<file path="src/rtl/armm_pkg.sv">
// Shared definitions for the ARMM hazard/forwarding controller.
//   ARMM_RADDR_W     : register-index width used by the in-flight entry
//   SEL_RF           : operand-select code meaning "take the register file"
//   inflight_entry_t : one tracked instruction in the EXE..WB shadow pipeline
//   hz_state_e       : branch-flush FSM states
package armm_pkg;

  localparam int ARMM_RADDR_W = 4;
  localparam int SEL_RF       = 0;

  typedef struct packed {
    logic                    valid;
    logic                    we;
    logic                    load;
    logic [ARMM_RADDR_W-1:0] dest;
    logic [ARMM_RADDR_W-1:0] src1;
    logic [ARMM_RADDR_W-1:0] src2;
    logic                    use1;
    logic                    use2;
  } inflight_entry_t;

  typedef enum logic {
    ST_RUN   = 1'b0,
    ST_FLUSH = 1'b1
  } hz_state_e;

endpackage

</file>
<file path="src/rtl/armm_inflight_pipe.sv">
// Shadow shift register of in-flight instructions, stage 0 = EXE,
// stage NSTG-1 = WB. Stage 0 loads in_entry when push is high, otherwise a
// bubble (all-zero entry, so its use bits can never produce a match).
//   clk, rst  : clock, asynchronous active-high reset
//   push      : accept in_entry into EXE this edge
//   in_entry  : ID-stage fields
//   stage_o   : registered entries, one per stage
module armm_inflight_pipe
  import armm_pkg::*;
#(
  parameter int NSTG = 3
) (
  input  logic            clk,
  input  logic            rst,
  input  logic            push,
  input  inflight_entry_t in_entry,
  output inflight_entry_t stage_o [NSTG]
);

  inflight_entry_t stage_q [NSTG];
  inflight_entry_t stage_d [NSTG];

  always_comb begin
    stage_d[0] = push ? in_entry : '0;
    for (int k = 1; k < NSTG; k++) begin
      stage_d[k] = stage_q[k-1];
    end
  end

  always_ff @(posedge clk or posedge rst) begin
    if (rst) begin
      for (int k = 0; k < NSTG; k++) begin
        stage_q[k] <= '0;
      end
    end else begin
      stage_q <= stage_d;
    end
  end

  assign stage_o = stage_q;

endmodule

</file>
<file path="src/rtl/armm_hazard_ctrl.sv">
// ARMM hazard/forwarding controller: tracks in-flight writers, produces the
// IF/ID stall, the branch flush and the EXE operand-select codes.
// Optional feature macro: ARMM_PERF_CNT_EN enables the stall/flush counters;
// without it perf_stall_cnt/perf_flush_cnt are tied to 0.
//   clk, rst                 : clock, asynchronous active-high reset
//   forward_en               : 1 = forwarding, 0 = stall-only interlock
//   id_*                     : instruction currently in ID
//   ex_branch_taken          : branch in EXE resolved taken
//   stall, flush             : pipeline control (flush has priority)
//   sel_src1/sel_src2        : 0 = regfile, k = forward from stage k
//   ex_valid                 : EXE holds a real instruction
//   perf_stall_cnt/flush_cnt : performance counters
module armm_hazard_ctrl
  import armm_pkg::*;
#(
  parameter int  RADDR_W    = ARMM_RADDR_W,
  parameter int  FWD_STAGES = 2,
  parameter int  LOAD_LAT   = 1,
  parameter int  BR_FLUSH   = 1,
  localparam int NSTG       = FWD_STAGES + 1,
  localparam int SEL_W      = $clog2(FWD_STAGES + 1)
) (
  input  logic               clk,
  input  logic               rst,
  input  logic               forward_en,
  input  logic               id_valid,
  input  logic [RADDR_W-1:0] id_src1,
  input  logic [RADDR_W-1:0] id_src2,
  input  logic               id_use1,
  input  logic               id_use2,
  input  logic [RADDR_W-1:0] id_dest,
  input  logic               id_we,
  input  logic               id_load,
  input  logic               ex_branch_taken,
  output logic               stall,
  output logic               flush,
  output logic [SEL_W-1:0]   sel_src1,
  output logic [SEL_W-1:0]   sel_src2,
  output logic               ex_valid,
  output logic [31:0]        perf_stall_cnt,
  output logic [31:0]        perf_flush_cnt
);

  localparam int FCNT_W = $clog2(BR_FLUSH + 1);

  // The entry layout is fixed by the package register-index width.
  if (RADDR_W != ARMM_RADDR_W) begin : g_width_check
    $error("armm_hazard_ctrl: RADDR_W must equal armm_pkg::ARMM_RADDR_W");
  end

  inflight_entry_t stg [NSTG];
  inflight_entry_t id_entry;
  logic            push;
  logic            stall_raw;
  logic            flush_raw;
  logic [NSTG-1:0] id_hit;
  logic            unused_fields;
  hz_state_e       state_q, state_d;
  logic [FCNT_W-1:0] fcnt_q, fcnt_d;

  function automatic logic match(inflight_entry_t e, logic [ARMM_RADDR_W-1:0] s,
                                 logic use_bit);
    return e.valid & e.we & (e.dest == s) & use_bit;
  endfunction

  always_comb begin
    id_entry       = '0;
    id_entry.valid = 1'b1;
    id_entry.we    = id_we;
    id_entry.load  = id_load;
    id_entry.dest  = id_dest;
    id_entry.src1  = id_src1;
    id_entry.src2  = id_src2;
    id_entry.use1  = id_use1;
    id_entry.use2  = id_use2;
  end

  assign push = id_valid & ~stall & ~flush;

  armm_inflight_pipe #(.NSTG(NSTG)) u_pipe (
    .clk      (clk),
    .rst      (rst),
    .push     (push),
    .in_entry (id_entry),
    .stage_o  (stg)
  );

  assign ex_valid = stg[0].valid;

  // Forwarding: scan oldest to youngest so the youngest match wins. A load
  // is not a legal source until its data has arrived (stage >= 1+LOAD_LAT).
  always_comb begin
    sel_src1 = SEL_W'(SEL_RF);
    sel_src2 = SEL_W'(SEL_RF);
    if (forward_en) begin
      for (int k = FWD_STAGES; k >= 1; k--) begin
        if (!(stg[k].load && (k < 1 + LOAD_LAT))) begin
          if (match(stg[k], stg[0].src1, stg[0].use1)) sel_src1 = SEL_W'(k);
          if (match(stg[k], stg[0].src2, stg[0].use2)) sel_src2 = SEL_W'(k);
        end
      end
    end
  end

  // ID-stage interlock. WB is excluded: the regfile writes through.
  always_comb begin
    id_hit    = '0;
    stall_raw = 1'b0;
    for (int j = 0; j < NSTG - 1; j++) begin
      id_hit[j] = match(stg[j], id_src1, id_use1) | match(stg[j], id_src2, id_use2);
      if (forward_en) begin
        if (id_hit[j] && stg[j].load && (j < LOAD_LAT)) stall_raw = 1'b1;
      end else if (id_hit[j]) begin
        stall_raw = 1'b1;
      end
    end
    stall_raw = stall_raw & id_valid;
  end

  // Source fields beyond EXE are carried only for completeness of the entry.
  always_comb begin
    unused_fields = id_hit[NSTG-1];
    for (int k = 1; k < NSTG; k++) begin
      unused_fields = unused_fields ^ (^{stg[k].src1, stg[k].src2, stg[k].use1, stg[k].use2});
    end
  end

  // Branch flush FSM: RUN flushes the cycle the branch resolves; FLUSH covers
  // the remaining BR_FLUSH-1 cycles and ignores ex_branch_taken (EXE bubble).
  always_comb begin
    state_d   = state_q;
    fcnt_d    = fcnt_q;
    flush_raw = 1'b0;
    unique case (state_q)
      ST_RUN: begin
        if (ex_branch_taken) begin
          flush_raw = 1'b1;
          if (BR_FLUSH > 1) begin
            state_d = ST_FLUSH;
            fcnt_d  = FCNT_W'(BR_FLUSH - 1);
          end
        end
      end
      ST_FLUSH: begin
        flush_raw = 1'b1;
        fcnt_d    = fcnt_q - 1'b1;
        if (fcnt_q == FCNT_W'(1)) state_d = ST_RUN;
      end
      default: state_d = ST_RUN;
    endcase
  end

  always_ff @(posedge clk or posedge rst) begin
    if (rst) begin
      state_q <= ST_RUN;
      fcnt_q  <= '0;
    end else begin
      state_q <= state_d;
      fcnt_q  <= fcnt_d;
    end
  end

  // Outputs are forced low while reset is held so they clear immediately.
  assign flush = ~rst & flush_raw;
  assign stall = ~rst & stall_raw & ~flush_raw;

`ifdef ARMM_PERF_CNT_EN
  logic [31:0] stall_cnt_q, stall_cnt_d;
  logic [31:0] flush_cnt_q, flush_cnt_d;
  logic        br_accept;

  assign br_accept = (state_q == ST_RUN) & ex_branch_taken;

  always_comb begin
    stall_cnt_d = stall_cnt_q + {31'd0, stall};
    flush_cnt_d = flush_cnt_q + {31'd0, br_accept};
  end

  always_ff @(posedge clk or posedge rst) begin
    if (rst) begin
      stall_cnt_q <= '0;
      flush_cnt_q <= '0;
    end else begin
      stall_cnt_q <= stall_cnt_d;
      flush_cnt_q <= flush_cnt_d;
    end
  end

  assign perf_stall_cnt = stall_cnt_q;
  assign perf_flush_cnt = flush_cnt_q;
`else
  assign perf_stall_cnt = '0;
  assign perf_flush_cnt = '0;
`endif

endmodule

</file>
<file path="config.mk">
export PLATFORM = sky130hd
export DESIGN_NAME = armm_hazard_ctrl
export DESIGN_NICKNAME = d
export VERILOG_FILES = /design/src/rtl/armm_pkg.sv /design/src/rtl/armm_inflight_pipe.sv /design/src/rtl/armm_hazard_ctrl.sv
export SDC_FILE = /design/constraint.sdc
export NUM_CORES = 1
export LEC_CHECK = 0
export CORE_MARGIN = 3
export CORE_UTILIZATION = 35
export CTS_CLUSTER_DIAMETER = 40
export DETAILED_ROUTE_END_ITERATION = 10
export HOLD_SLACK_MARGIN = 0.06
export PLACE_DENSITY = 0.79
export SETUP_SLACK_MARGIN = 0.5
export SLEW_MARGIN = 20
export SYNTH_ARGS = -nofsm -noshare
export SYNTH_HDL_FRONTEND = slang
export SYNTH_SLANG_ARGS = --single-unit
</file>
<file path="constraint.sdc">
create_clock -name clk -period 2.7 [get_ports clk]
set_input_delay 0.405 -clock clk [delete_from_list [all_inputs] [get_ports clk]]
set_output_delay 0.405 -clock clk [all_outputs]
set_load 0.005 [all_outputs]
</file>
==> results of run 1 <==
[final cells by class]
class | count | area, um^2 | area share
flip-flops and latches | 32 | 802 | 0.343
clock inverters | 1 | 30.0 | 0.0128
clock buffers | 7 | 96.3 | 0.0412
repair buffers | 37 | 333 | 0.142
inverters | 2 | 11.3 | 0.00481
multi-input cells | 171 | 978 | 0.418
well taps | 72 | 90.1 | 0.0385
[kinds of logic after synthesis]
logic type	Yosys count	synth area share
xor+xnor	33	0.143
flops	32	0.395
buf+inv	70	0.254
other cells	1	0.00185
compound gates	4	0.0136
simple gates	70	0.193
[worst reg2reg max path, cell delays in order, from the launching register on]
cell and delay [ns]:
dfrtp_1 0.41, or4b_4 0.57, nor3_4 0.15, buf_4 0.13, buf_4 0.10, nand4_1 0.13, nand4b_4 0.25, nor2_1 0.08
[power by group through the flow]
stage          clock network, mW  registers (mW)  logic [mW]
6_report                   0.492           0.525       0.163
5_1_grt                    0.521           0.528       0.185
2_1_floorplan                  0           0.529       0.163
3_3_place_gp                   0           0.532       0.155
3_5_place_dp                   0           0.534       0.158
4_1_cts                    0.502           0.525       0.161
[placed cells by master (no fill, tap or decap), drive strengths merged, types with 5 or more instances in the layout]
cell           count
nand2              5
nand3             21
clkbuf            10
clkdlybuf4s50     19
nor4               5
xor2              19
conb              64
buf               10
xnor2             14
nor2              20
dfrtp             32
[final timing paths]
check | start | end | cells after the start
min in group asynchronous | rst | u_pipe.stage_o[50]$_DFF_PP0_ | 3
max in group asynchronous | rst | u_pipe.stage_o[29]$_DFF_PP0_ | 3
min | u_pipe.stage_o[33]$_DFF_PP0_ | u_pipe.stage_o[16]$_DFF_PP0_ | 0
min reg2reg | u_pipe.stage_o[33]$_DFF_PP0_ | u_pipe.stage_o[16]$_DFF_PP0_ | 0
max reg2reg | state_q$_DFF_PP0_ | u_pipe.stage_o[35]$_DFF_PP0_ | 7
max | id_src1[0] | stall | 5
[per-layer routing]
layer  vias up  GRT usage
met5         -          0
met4         0     0.0449
met3         4     0.0358
met2        54      0.206
met1       619      0.129
li1        640          -
[flip-flops by register name, indices dropped and copies added (netlist names)]
register	flops
u_pipe.stage_o	30
state_q	1
fcnt_q	1
[timing repair]
action,CTS,global route
pin swaps,9,8
gates cloned,0,0
endpoints found under the setup margin,6,22
endpoints found under the hold margin,0,0
buffers inserted,3,0
gates resized for setup,11,10
==> flow_summary_export.csv, run 1 <==
group,metric,value,unit
pwr,intPower,0.901,mW
yosys,syn_inst,210,
floorplanning,die_area,0.00674,mm^2
floorplanning,num_rows,27,
yosys,yosysWarnings,0,
pwr,p_seq_frac,0.445,
global_route,grt_first_pass_wirelength,5790,um
cts,clockRootBuffer,"clkbuf_8",
yosys,syn_avg_cell_area,9.65,um^2
worst_hold_path,hold_class,"register to register",
drt,via_per_inst,4.09,
timing,fin_crit,2.25,ns
cts,cts_tree,"done",
floorplanning,start_util,0.366,
layout,fillers,540,
floorplanning,die_x,82.1,um
global_route,grt_remaining_overflow,0,
placed_design,hpwlAfterDp,2940,um
yosys,yosys-top-cells-area,"dfrtp_1 40%, buf_4 24%, xor2_1 8.2%",
critical_path,critical_path_buf_inv_count,2,
layout,synthToLayoutAreaGrowth,15.5,%
cts,insertion_delay,0.28,ns
yosys,synthTopCellsByCount,"65 x buf_4, 32 x dfrtp_1, 21 x nand3_1, 20 x nor2_1, 19 x xor2_1",
layout,diodes,0,
drt,wl_met1,1440,um
timing,max_freq,0.444,GHz
pwr,ir_drop,0.285,mV
critical_path,slowest_stage,"clkdlybuf4s50_1",
timing,finClkSkew,0.00459,ns
timing,fin_crit_sh,0.834,
pwr,p_per_area,504,mW/mm^2
pwr,power_switching,0.279,mW
cts,clk_pin_slew,0.06,ns
drt,via_count,1317,
yosys,synthFlopType,"dfrtp_1",
critical_path,slowest_delay,0.48,ns
global_route,grt_max_degree,33,
critical_path,critical_path.startpoint_type,"primary input",
drt,wl_per_cell,11.7,um
pwr,power.total,1.18,mW
floorplanning,die_h,82.1,um
critical_path,worstPathCellList,"clkdlybuf4s50_1, xor2_1, o41ai_1, a22o_1, clkbuf_2",
timing,tns,0,ns
critical_path,crit_type,"primary input to output pin",
placed_design,place_area,0.00217,mm^2
critical_path,worstPathRequired,2.30,ns
yosys,seq_area_frac_synth,0.395,
drt,wl_met2,2020,um
yosys,netlist_area,0.00203,mm^2
yosys,synth.most_common_cell,"buf_4",
cts,cts.sinks,32,
timing,rsz0062_at_grt,"true",
critical_path,endpoint_kind,"output pin",
cts,cts_buffers,5,
layout,design_area,0.00234,mm^2
pwr,p_comb_frac,0.138,
drt,drtAntennaViolNets,0,
run_status,status,"finished, final reports clean",
placed_design,dp.cells,311,
layout,drive_gt1_frac,0.124,
drt,drtIter0Drc,39,
cts,cts_max_level,2,
drt,dr.pass1.iters,4,
yosys,synth_edf_count,0,
global_route,grt_pass1_vias,1254,
pwr,pwr-share-clk,0.417,
pwr,switching_share,0.236,
yosys,synth_top_area_share,0.395,
pwr,leakagePower,1.20,nW
critical_path,crit_family,"compound AO/OA/AOI/OAI gates",
timing,finalHoldViolations,0,
timing,worst_hold_slack,0.374,ns
placed_design,post-place-ws,-0.0795,ns
yosys,yosysTopAreaCell,"dfrtp_1",
floorplanning,ios,92,
yosys,synth_cell_types,28,
layout,fin_util,0.423,
timing,fin_ws,0.447,ns
job,cap_violations,0,
drt,routed_wirelength,3770,um
drt,drc_errors,0,
placed_design,gp_congestion,0.894,
placed_design,port_buffers,27,
critical_path,worstPathMaxFanout,3,
global_route,antenna_found_initial,0,
timing,finalSetupViolations,0,
yosys,async_flop_share,1.00,
timing,slew_viol_final,0,
yosys,ys_seq_elements,32,
cts,clockBufferDepth,2,
drt,route.met3.wl,277,um
drt,dr.max_layer_used,"met4",
layout,layoutNonFillerInstCount,322,
cts,cts_hold_buf,0,
global_route,grtUsageTotal,0.116,
critical_path,worstPathArrival,1.85,ns
floorplanning,coreArea,0.00554,mm^2
layout,fin_nets,270,
critical_path,r2r_slack,0.75,ns
No activity file was read; power rests on OpenSTA's default activity.
==> run 2: changes to the inputs <==
Clock period 2.7 ns to 2.2 ns, I/O delays scaled along.
==> flow_summary_export.csv, run 2 (synthesis results as in run 1) <==
group,metric,value,unit
timing,fin_crit,2.00,ns
floorplanning,start_util,0.366,
layout,layout_commonest_cell,"conb_1",
timing,fin_ws,0.196,ns
floorplanning,die_h,82.1,um
critical_path,worstPathRequired,1.87,ns
layout,design_area,0.00242,mm^2
cts,cts_tree,"done",
pwr,power.total,1.41,mW
floorplanning,coreArea,0.00554,mm^2
floorplanning,die_x,82.1,um
critical_path,critical_path.startpoint_type,"register",
drt,via_count,1348,
global_route,grt_pass1_vias,1277,
timing,fin_crit_sh,0.911,
pwr,p_seq_frac,0.456,
timing,rsz0062_at_grt,"true",
timing,slew_viol_final,0,
timing,finClkSkew,0.00759,ns
timing,tns,0,ns
drt,routed_wirelength,3810,um
global_route,grt_first_pass_wirelength,6030,um
cts,cts_buffers,5,
placed_design,port_buffers,27,
critical_path,worstPathMaxFanout,3,
global_route,grtUsageTotal,0.120,
cts,cts_max_level,2,
layout,largest_reg_flops,30,
placed_design,post-place-ws,-0.395,ns
pwr,switching_share,0.253,
layout,synthToLayoutAreaGrowth,19.6,%
placed_design,place_area,0.00225,mm^2
pwr,leakagePower,1.26,nW
layout,fin_util,0.438,
timing,finalSetupViolations,0,
floorplanning,ios,92,
timing,max_freq,0.499,GHz
drt,via_per_inst,4.07,
placed_design,hpwlAfterDp,3020,um
placed_design,gp_congestion,0.921,
global_route,grt_max_degree,33,
drt,drtAntennaViolNets,0,
layout,final_cell_mix,"64 x conb_1, 30 x dfrtp_1, 20 x nand3_1",
layout,diodes,0,
pwr,pwr-share-clk,0.386,
cts,cts_hold_buf,0,
critical_path,worstPathArrival,1.67,ns
drt,drtIter0Drc,47,
drt,wl_per_cell,11.5,um
critical_path,endpoint_kind,"output pin",
layout,fin_nets,279,
global_route,grt_remaining_overflow,0,
floorplanning,num_rows,27,
timing,finalHoldViolations,0,
pwr,p_comb_frac,0.158,
cts,clockRootBuffer,"clkbuf_8",
job,cap_violations,0,
layout,drive_gt1_frac,0.189,
timing,worst_hold_slack,0.355,ns
run_status,status,"finished, final reports clean",
global_route,antenna_found_initial,0,
pwr,power_switching,0.358,mW
cts,clk_pin_slew,0.07,ns
pwr,ir_drop,0.280,mV
cts,cts.sinks,32,
layout,fillers,532,
pwr,intPower,1.05,mW
cts,insertion_delay,0.29,ns
drt,drc_errors,0,
layout,multiInputGateArea,0.00102,mm^2
drt,dr.pass1.iters,4,
layout,layoutNonFillerInstCount,331,
floorplanning,die_area,0.00674,mm^2
critical_path,crit_type,"register to output pin",
worst_hold_path,hold_class,"primary input to asynchronous set/reset pin",
layout,regArea,803,um^2
pwr,p_per_area,583,mW/mm^2
cts,clockBufferDepth,2,
placed_design,dp.cells,319,
==> run 2: cell count changes in the layout (fill, tap and decap cells not counted), sizes merged <==
cell / change
dlygate4sd2: +3
clkbuf: -5
clkdlybuf4s50: -5
clkdlybuf4s15: -1
clkinvlp: +1
buf: +14
clkinv: +1
dlymetal6s2s: +1
==> run 2: final timing paths <==
| check | start | end | slack (ns) | cells past startpoint |
|---|---|---|---|---|
| setup reg to reg | state_q$_DFF_PP0_ | u_pipe.stage_o[41]$_DFF_PP0_ | 0.24 | 7 |
| min in group clk | id_src2[3] | u_pipe.stage_o[39]$_DFF_PP0_ | 0.37 | 3 |
| max in group asynchronous | rst | u_pipe.stage_o[29]$_DFF_PP0_ | 1.54 | 3 |
| hold reg to reg | u_pipe.stage_o[32]$_DFF_PP0_ | u_pipe.stage_o[15]$_DFF_PP0_ | 0.38 | 0 |
| setup / recovery | state_q$_DFF_PP0_ | stall | 0.20 | 4 |
| hold / removal | rst | u_pipe.stage_o[36]$_DFF_PP0_ | 0.35 | 3 |
==> run 2: worst max-delay path, cell delays in order, from the launching register on <==
cell and delay (ns):
dfrtp_1 0.39, or4b_4 0.54, nor3_4 0.21, a22o_1 0.15, buf_2 0.11
==> run 2: power by group through the flow <==
stage               clock, mW  sequential (mW)  combinational (mW)
CTS                     0.556            0.644               0.219
finish                  0.545            0.644               0.224
floorplan                   0            0.649               0.202
global route            0.583            0.648               0.253
global placement            0            0.653               0.208
detailed placement          0            0.655               0.212
==> run 2: layout make-up <==
type                    count  area share
clock inverters             3      0.0175
inverters                   2     0.00464
well taps                  72      0.0372
multi-input cells         171       0.421
flip-flops and latches     32       0.331
repair buffers             46       0.160
clock buffers               5      0.0284
==> run 2: timing repair <==
| item | 4_1_cts | 5_1_grt |
|---|---|---|
| resized for setup | 31 | 9 |
| setup buffers | 4 | 0 |
| setup endpoints to repair | 23 | 22 |
| pin swaps | 16 | 11 |
==> run 2: routing by layer <==
| metal | share of wire | global-route usage | vias up |
|---|---|---|---|
| li1 | - | - | 656 |
| met1 | 0.39 | 0.140 | 635 |
| met2 | 0.53 | 0.208 | 51 |
| met3 | 0.071 | 0.0325 | 6 |
| met4 | 0.013 | 0.0465 | 0 |
| met5 | 0 | 0 | - |
==> run 3: changes to the inputs <==
Settings changed: ABC_CLOCK_PERIOD_IN_PS from default to 2200, SLEW_MARGIN 20 to default.
==> results of run 3 <==
No change in the layout: final DEF, timing and power equal those of run 2.
